`config.mk`:
```
export PLATFORM = sky130hd
export DESIGN_NAME = xor_stream_descrambler
export DESIGN_NICKNAME = d
export VERILOG_FILES = /design/src/rtl/xor_stream_descrambler.sv
export SDC_FILE = /design/constraint.sdc
export NUM_CORES = 1
export LEC_CHECK = 0
export ABC_AREA = 1
export BUFFER_PORTS_ARGS = -buffer_cell sky130_fd_sc_hd__buf_2
export CAP_MARGIN = 20
export CORE_MARGIN = 5
export CORE_UTILIZATION = 60
export DETAILED_ROUTE_END_ITERATION = 8
export PLACE_DENSITY = 0.85
export RECOVER_POWER = 50
export SYNTH_ARGS = -nofsm -noshare
export SYNTH_HDL_FRONTEND = slang
export SYNTH_SLANG_ARGS = --single-unit
```
`constraint.sdc`:
```
create_clock -name clk -period 2.9 [get_ports clk]
set_clock_uncertainty 0.15 [all_clocks]
set_input_delay 0.145 -clock clk [delete_from_list [all_inputs] [get_ports clk]]
set_output_delay 0.145 -clock clk [all_outputs]
set_load 0.02 [all_outputs]
```
`src/rtl/xor_stream_descrambler.sv`:
```
// rtl/xor_stream_descrambler.sv - additive XOR word descrambler with a 24-bit Fibonacci LFSR keystream
// Optional parity check on the scrambled input word: define DESCRAMBLER_PARITY_CHECK_EN.
module xor_stream_descrambler #(
  parameter int                DATA_W         = 24,
  parameter logic [DATA_W-1:0] SEED           = 24'h5A5A5A,
  parameter int                STEPS_PER_WORD = 24
) (
  input  logic              clk,
  input  logic              rst_n,
  input  logic              reseed,
  input  logic              in_valid,
  output logic              in_ready,
  input  logic [DATA_W-1:0] in_data,
  output logic              out_valid,
  input  logic              out_ready,
  output logic [DATA_W-1:0] out_data,
  output logic [15:0]       word_count
`ifdef DESCRAMBLER_PARITY_CHECK_EN
  ,
  input  logic              in_parity,
  output logic              parity_err
`endif
);

  logic [DATA_W-1:0] lfsr;
  logic              accept;

  // Reseed blocks acceptance so the transmitter and receiver restart on the same word.
  assign in_ready = (!out_valid || out_ready) && !reseed;
  assign accept   = in_valid && in_ready;

  // Taps 23,22,21,16; all steps for one word are unrolled into a single cycle.
  function automatic logic [DATA_W-1:0] lfsr_advance(input logic [DATA_W-1:0] s);
    logic [DATA_W-1:0] v;
    v = s;
    for (int i = 0; i < STEPS_PER_WORD; i++) begin
      v = {v[DATA_W-2:0], v[23] ^ v[22] ^ v[21] ^ v[16]};
    end
    return v;
  endfunction

  always_ff @(posedge clk or negedge rst_n) begin
    if (!rst_n) begin
      lfsr       <= SEED;
      word_count <= '0;
    end else if (reseed) begin
      lfsr       <= SEED;
      word_count <= '0;
    end else if (accept) begin
      lfsr       <= lfsr_advance(lfsr);
      word_count <= word_count + 16'd1;
    end
  end

  // Output stage is independent of reseed so a pending word still drains.
  always_ff @(posedge clk or negedge rst_n) begin
    if (!rst_n) begin
      out_valid <= 1'b0;
      out_data  <= '0;
    end else if (accept) begin
      out_valid <= 1'b1;
      out_data  <= in_data ^ lfsr;
    end else if (out_ready) begin
      out_valid <= 1'b0;
    end
  end

`ifdef DESCRAMBLER_PARITY_CHECK_EN
  always_ff @(posedge clk or negedge rst_n) begin
    if (!rst_n) begin
      parity_err <= 1'b0;
    end else if (accept) begin
      parity_err <= (^in_data) ^ in_parity;
    end
  end
`endif

endmodule

```
==> run_summary.xml, run 1 <==
<?xml version="1.0" encoding="UTF-8"?>
<metrics>
  <group name="pwr">
    <metric name="worst_ir_drop_vdd" unit="V">0.0005863</metric>
    <metric name="powerDensity" unit="nW/um2">947.2</metric>
    <metric name="static-leakage-power" unit="nW">2.065</metric>
    <metric name="power.total" unit="mW">4.212</metric>
  </group>
  <group name="layout">
    <metric name="drive_gt1_frac" unit="">0.1845</metric>
    <metric name="stdcell_area" unit="um2">4447</metric>
    <metric name="syn_to_final_growth" unit="%">19.42</metric>
    <metric name="antenna_cells_inserted" unit="">0</metric>
    <metric name="design.final.nets" unit="">540</metric>
    <metric name="finish.cell_count_without_fillers" unit="">590</metric>
    <metric name="mostFrequentLayoutCell" unit="">nand2_1</metric>
    <metric name="mostFrequentLayoutCells" unit="">nand2_1, dfrtp_1, buf_2</metric>
  </group>
  <group name="worst_setup_path">
    <metric name="crit_path_start_kind" unit="">primary input</metric>
    <metric name="arrival" unit="ps">2150</metric>
    <metric name="critPathKind" unit="">primary input to flop</metric>
    <metric name="worst_ep_required_time" unit="ps">3000</metric>
    <metric name="worst_setup_path_end_kind" unit="">flop</metric>
    <metric name="timing.rr.start" unit="">out_valid</metric>
    <metric name="critical_path.max_fanout" unit="">65</metric>
    <metric name="cp-startpoint" unit="">out_ready</metric>
  </group>
  <group name="floorplan">
    <metric name="area_of_the_core" unit="um2">5991</metric>
    <metric name="io_pins" unit="">71</metric>
    <metric name="die_width" unit="um">88.78</metric>
    <metric name="die_height" unit="um">88.78</metric>
    <metric name="floorplan.die_area" unit="um2">7881</metric>
    <metric name="initial_core_util" unit="">0.6216</metric>
    <metric name="placementRows" unit="">28</metric>
  </group>
  <group name="placement">
    <metric name="place_hpwl" unit="um">5663</metric>
    <metric name="place_area" unit="um2">4001</metric>
    <metric name="placed_cells" unit="">548</metric>
    <metric name="place_congestion" unit="">0.8263</metric>
    <metric name="numPortBuffers" unit="">70</metric>
  </group>
  <group name="global_route">
    <metric name="met2_usage" unit="">0.3934</metric>
    <metric name="globalRouteMet1Util" unit="">0.2885</metric>
    <metric name="maximum_number_of_pins_on_one_net_before_global_route_repair" unit="">66</metric>
    <metric name="grt_antenna_before_repair" unit="">0</metric>
    <metric name="global_route.peak_usage_layer" unit="">met2</metric>
    <metric name="global_route_wire_length_before_repair" unit="um">14080</metric>
    <metric name="gr-total-overflow" unit="">0</metric>
    <metric name="via_count_of_the_first_global_routing_pass" unit="">3143</metric>
    <metric name="grt_use_met3" unit="">0.03259</metric>
    <metric name="track_usage" unit="">0.2293</metric>
  </group>
  <group name="flow_run">
    <metric name="maximum_capacitance_violations" unit="">0</metric>
  </group>
  <group name="run_status">
    <metric name="outcome" unit="">completed</metric>
  </group>
  <group name="timing">
    <metric name="final-max-slew-violation-count" unit="">0</metric>
    <metric name="hold_ws" unit="ps">70.38</metric>
    <metric name="fin_crit_sh" unit="">0.7049</metric>
    <metric name="fmax" unit="MHz">489.2</metric>
    <metric name="max-slew-margin-rel" unit="">0.01677</metric>
    <metric name="report.final.setup_viol" unit="">0</metric>
    <metric name="worst-slew-pin-transition" unit="ps">1475</metric>
    <metric name="final_period_minus_worst_setup_slack" unit="ps">2044</metric>
    <metric name="timing.setup.tns" unit="ps">0</metric>
    <metric name="hold_violations" unit="">0</metric>
    <metric name="rsz0062_at_grt" unit="">false</metric>
  </group>
  <group name="drt">
    <metric name="drt_pre_antenna_iters" unit="">4</metric>
    <metric name="postRouteWirelength" unit="um">8400</metric>
    <metric name="detail-route-antenna-nets" unit="">0</metric>
    <metric name="detailroute.via_count" unit="">3088</metric>
    <metric name="drt_first_iter_violations" unit="">214</metric>
    <metric name="drc_errors" unit="">0</metric>
    <metric name="avgRoutedWirePerCell" unit="um">14.24</metric>
    <metric name="vias_per_cell" unit="">5.234</metric>
  </group>
  <group name="cts">
    <metric name="cts.htree.levels" unit="">3</metric>
    <metric name="tritoncts" unit="">yes</metric>
    <metric name="worstSkewPairLatency" unit="ps">340</metric>
    <metric name="clk_root_buffer_cell" unit="">clkbuf_8</metric>
    <metric name="cts_sinks" unit="">65</metric>
    <metric name="cts_made_buffers" unit="">9</metric>
    <metric name="ctsLongestPathBuffers" unit="">2</metric>
    <metric name="postCtsSetupRepairBufs" unit="">0</metric>
    <metric name="clock_transition_at_the_registers_of_the_reported_paths" unit="ps">80</metric>
  </group>
  <group name="synthesis">
    <metric name="synth.net_count" unit="">462</metric>
    <metric name="synth_seq_area_share" unit="">0.4409</metric>
    <metric name="syn_avg_cell_area" unit="um2">8.619</metric>
    <metric name="synth-async-reset-ratio" unit="">1.000</metric>
    <metric name="ffs_latches_synth" unit="">65</metric>
    <metric name="synth_warnings" unit="">0</metric>
    <metric name="ys_types" unit="">35</metric>
    <metric name="synth_ff_type" unit="">dfrtp_1</metric>
    <metric name="synth-edff-count" unit="">0</metric>
    <metric name="netlist_area" unit="um2">3724</metric>
    <metric name="gate_count_post_synth" unit="">432</metric>
  </group>
  <group name="hold_path">
    <metric name="worst_hold_startpoint" unit="">in_valid</metric>
    <metric name="worst_min_delay_path_category" unit="">primary input to flop</metric>
  </group>
</metrics>
[metrics by stage]
stage               utilization  setup slack (ps)
CTS                      0.7479             854.9
global route             0.7423             715.5
finish                   0.7423             855.8
global placement         0.6679              1031
floorplan                     -              1223
detailed placement       0.6679             951.8
[logic make-up (layout without fill, tap and decap cells)]
group	count (synthesis)	in the layout	synth area share
xor gates and xnor gates	75	75	0.1845
buffers and inverters	71	154	0.09005
adders and majority gates	1	1	0.003360
AOI/OAI and AO/OA	73	73	0.1116
DFF	65	65	0.4409
and+or+nand+nor	147	147	0.1697
[where the power goes]
| group | internal, mW | switching (mW) | total, mW |
|---|---|---|---|
| Combinational | 0.810 | 1.05 | 1.86 |
| Clock | 0.482 | 0.374 | 0.856 |
| Sequential | 1.17 | 0.332 | 1.50 |
[cell usage after synthesis (3+ instances only)]
| library cell | count | area [um2] |
|---|---|---|
| dfstp_2 | 12 | 315.3 |
| xor2_1 | 24 | 210.2 |
| a22oi_1 | 3 | 22.52 |
| clkbuf_1 | 3 | 11.26 |
| buf_4 | 6 | 45.04 |
| inv_2 | 3 | 11.26 |
| a22o_1 | 3 | 26.28 |
| nor3_2 | 3 | 30.03 |
| nand3_1 | 10 | 50.05 |
| inv_1 | 35 | 131.4 |
| o22ai_1 | 5 | 31.28 |
| nand2_1 | 96 | 360.4 |
| xnor2_2 | 3 | 48.80 |
| o21ai_1 | 33 | 165.2 |
| buf_6 | 3 | 33.78 |
| a21oi_1 | 8 | 40.04 |
| nand4_1 | 3 | 18.77 |
| dfrtp_1 | 53 | 1326 |
| nor3_1 | 4 | 20.02 |
| nor2_1 | 25 | 93.84 |
| xnor2_1 | 47 | 411.6 |
| nor2_4 | 3 | 33.78 |
| buf_2 | 19 | 95.09 |
| o21ai_0 | 17 | 85.08 |
[routing by layer]
metal	vias to the layer above	wire length (um)
met5	-	0
met4	0	153
met3	18	428
met2	93	4195
met1	1465	3622
li1	1512	-
[critical path: stages]
cell	delay [ps]
dlygate4sd3_1	530
buf_2	130
nor2_1	180
nor2_4	60
nand2_4	180
buf_4	540
o21ai_0	220
o21ai_0	150
[cell type report]
class / instances / area (um2)
Clock inverter: 7 / 95.09
Sequential cell: 65 / 1642
Clock buffer: 9 / 123.9
Multi-Input combinational cell: 296 / 1747
Tap cell: 75 / 93.84
Inverter: 39 / 146.4
Fill cell: 424 / 1544
Timing Repair Buffer: 99 / 599.3
[repair_timing]
item / in CTS / in global routing
hold endpoints to repair: 83 / 0
hold buffers: 26 / 0
gates resized for setup: 0 / 0
[worst paths after layout]
kind                                 to  slack, ps  cells past startpoint
setup / recovery               lfsr[14]        860                      8
hold / removal              out_data[0]         70                      4
setup reg to reg               lfsr[14]        930                      7
hold reg to reg            out_data[14]        340                      2
max in group asynchronous       lfsr[2]       1090                      3
min in group asynchronous  out_data[19]        440                      3
[flip-flops by register name (all words and copies together) (netlist names)]
name	cells
out_data	24
lfsr	24
word_count	16
out_valid	1
Note: power is estimated with default switching activity, not from simulation.
==> run 2: changes to the inputs <==
Settings changed: CORE_UTILIZATION 60 to 50, PLACE_DENSITY 0.85 to 0.76.
Clock period 2.9 ns to 1.8 ns, I/O delays scaled along.
==> run 2 against run 1 <==
Against the previous run: register-to-register slack worse by 810 ps; sequential share of layout area is 1.4 points lower; final cell count increased by 6.3%; first-iteration DRC count is 56% lower; die area grew 18%; non-clock buffer count rose by 13; sequential power increased by 61%; clock-buffer cell count rose by 3; critical path depth shrank 1; total power is 61% higher; clock power rose by 54%; combinational power increased by 63%; critical endpoint is now out_data[23]; largest cell class unchanged.
==> run_summary.xml, run 2 (synthesis gave the netlist of run 1 again) <==
<?xml version="1.0" encoding="UTF-8"?>
<metrics>
  <group name="run_status">
    <metric name="outcome" unit="">completed</metric>
  </group>
  <group name="layout">
    <metric name="syn_to_final_growth" unit="%">24.19</metric>
    <metric name="antenna_cells_inserted" unit="">0</metric>
    <metric name="area.sequential" unit="um2">1642</metric>
    <metric name="multi_input_area" unit="um2">1772</metric>
    <metric name="fill_cells" unit="">604</metric>
    <metric name="reg_top3" unit="">lfsr (24), out_data (24), word_count (16)</metric>
    <metric name="mostFrequentLayoutCells" unit="">nand2_1, dfrtp_1, buf_2</metric>
    <metric name="stdcell_area" unit="um2">4624</metric>
    <metric name="drive_gt1_frac" unit="">0.2064</metric>
    <metric name="mostFrequentLayoutCell" unit="">nand2_1</metric>
    <metric name="utilization" unit="">0.6376</metric>
    <metric name="design.final.nets" unit="">553</metric>
  </group>
  <group name="timing">
    <metric name="max-slew-margin-rel" unit="">0.4103</metric>
    <metric name="hold_violations" unit="">0</metric>
    <metric name="fmax" unit="MHz">594.3</metric>
    <metric name="final-max-slew-violation-count" unit="">0</metric>
    <metric name="rsz0062_at_grt" unit="">true</metric>
    <metric name="final_period_minus_worst_setup_slack" unit="ps">1683</metric>
    <metric name="fin_crit_sh" unit="">0.9348</metric>
    <metric name="final_critical_path_setup_slack" unit="ps">117.3</metric>
    <metric name="report.final.setup_viol" unit="">0</metric>
    <metric name="hold_ws" unit="ps">331.2</metric>
    <metric name="worst-slew-pin-transition" unit="ps">884.5</metric>
  </group>
  <group name="worst_setup_path">
    <metric name="critPathKind" unit="">flop to flop</metric>
    <metric name="worst_ep_required_time" unit="ps">1880</metric>
    <metric name="worst_setup_path_end_kind" unit="">flop</metric>
    <metric name="critical_path.max_fanout" unit="">9</metric>
    <metric name="arrival" unit="ps">1770</metric>
    <metric name="worst-r2r-cell-count" unit="">7</metric>
    <metric name="crit_path_start_kind" unit="">flop</metric>
  </group>
  <group name="placement">
    <metric name="pre_cts_slack" unit="ps">92.98</metric>
    <metric name="place_hpwl" unit="um">5692</metric>
    <metric name="place_congestion" unit="">0.8208</metric>
    <metric name="place_area" unit="um2">4086</metric>
    <metric name="numPortBuffers" unit="">70</metric>
  </group>
  <group name="global_route">
    <metric name="via_count_of_the_first_global_routing_pass" unit="">3008</metric>
    <metric name="global_route_wire_length_before_repair" unit="um">13960</metric>
    <metric name="grt_antenna_before_repair" unit="">0</metric>
    <metric name="track_usage" unit="">0.1947</metric>
    <metric name="gr-total-overflow" unit="">0</metric>
    <metric name="maximum_number_of_pins_on_one_net_before_global_route_repair" unit="">70</metric>
  </group>
  <group name="cts">
    <metric name="clk_root_buffer_cell" unit="">clkbuf_8</metric>
    <metric name="cts_sinks" unit="">65</metric>
    <metric name="cts_made_buffers" unit="">9</metric>
    <metric name="clock_transition_at_the_registers_of_the_reported_paths" unit="ps">70</metric>
    <metric name="tritoncts" unit="">yes</metric>
    <metric name="worstSkewPairLatency" unit="ps">350</metric>
    <metric name="ctsLongestPathBuffers" unit="">2</metric>
    <metric name="cts.htree.levels" unit="">3</metric>
  </group>
  <group name="drt">
    <metric name="drt_pre_antenna_iters" unit="">5</metric>
    <metric name="detail-route-antenna-nets" unit="">0</metric>
    <metric name="drt_first_iter_violations" unit="">94</metric>
    <metric name="avgRoutedWirePerCell" unit="um">13.49</metric>
    <metric name="drc_errors" unit="">0</metric>
    <metric name="dr_wl_met2" unit="um">4127</metric>
    <metric name="postRouteWirelength" unit="um">8459</metric>
    <metric name="route.top_layer_used" unit="">met4</metric>
    <metric name="detailroute.via_count" unit="">3095</metric>
    <metric name="vias_per_cell" unit="">4.936</metric>
    <metric name="dr_wl_met3" unit="um">436</metric>
    <metric name="drt-met1-wl" unit="um">3749</metric>
  </group>
  <group name="hold_path">
    <metric name="hold_path_depth" unit="">3</metric>
    <metric name="worst_min_delay_path_category" unit="">primary input to flop</metric>
  </group>
  <group name="floorplan">
    <metric name="die_width" unit="um">96.30</metric>
    <metric name="area_of_the_core" unit="um2">7253</metric>
    <metric name="placementRows" unit="">31</metric>
    <metric name="floorplan.die_area" unit="um2">9273</metric>
    <metric name="io_pins" unit="">71</metric>
    <metric name="die_height" unit="um">96.30</metric>
    <metric name="initial_core_util" unit="">0.5134</metric>
  </group>
  <group name="flow_run">
    <metric name="maximum_capacitance_violations" unit="">0</metric>
  </group>
  <group name="pwr">
    <metric name="powerDensity" unit="nW/um2">1462</metric>
    <metric name="power.total" unit="mW">6.761</metric>
    <metric name="worst_ir_drop_vdd" unit="V">0.0006509</metric>
    <metric name="static-leakage-power" unit="nW">2.161</metric>
  </group>
</metrics>
run 2: cell types whose count changed in the layout (fill, tap and decap cells not counted), sizes merged:
cell	delta
dlygate4sd3	+3
clkinvlp	-2
buf	+13
bufinv	-1
run 2: final cells by class:
cell class,instances,area share
Clock inverter,4,0.01082
Multi-Input combinational cell,296,0.3831
Sequential cell,65,0.3550
Tap cell,99,0.02679
Inverter,39,0.03166
Clock buffer,12,0.03571
Timing Repair Buffer,112,0.1569
run 2: per-layer routing:
layer	vias up	global-route usage
met5	-	0
met1	1459	0.2406
met2	83	0.3301
met4	0	0.08411
li1	1540	-
met3	13	0.03831
run 2: where the power goes:
| part | switching [mW] | internal (mW) | total [mW] |
|---|---|---|---|
| Sequential | 0.526 | 1.88 | 2.41 |
| Clock | 0.574 | 0.750 | 1.32 |
| Combinational | 1.68 | 1.35 | 3.03 |
| Total | 2.78 | 3.98 | 6.76 |
run 2: stage by stage:
stage	std cells	TNS, ps
2_1_floorplan	432	0
3_3_place_gp	576	0
3_5_place_dp	576	0
4_1_cts	621	0
5_1_grt	627	-28.45
6_report	627	0
run 2: worst max-delay path: stages (launching register included):
cell and delay, ps:
dfrtp_1 370, inv_1 60, nor2_1 60, nor2_4 140, nand2_8 110, nand2_1 70
o21ai_1 50, dlygate4sd3_1 560
run 2: path summary, 6_finish.rpt:
| path | from | to | slack [ps] |
|---|---|---|---|
| max reg2reg | out_valid | out_data[23] | 120 |
| min in group asynchronous | rst_n | out_data[13] | 350 |
| min reg2reg | out_data[3] | out_data[3] | 340 |
| min | out_ready | out_valid | 330 |
| max | out_valid | out_data[23] | 120 |
| max in group asynchronous | rst_n | out_data[1] | 570 |
run 2: repair_timing:
item	CTS	global route
hold buffers	29	0
setup endpoints to repair	0	4
gates resized for setup	0	4
buffers inserted	0	6
endpoints found under the hold margin	95	0
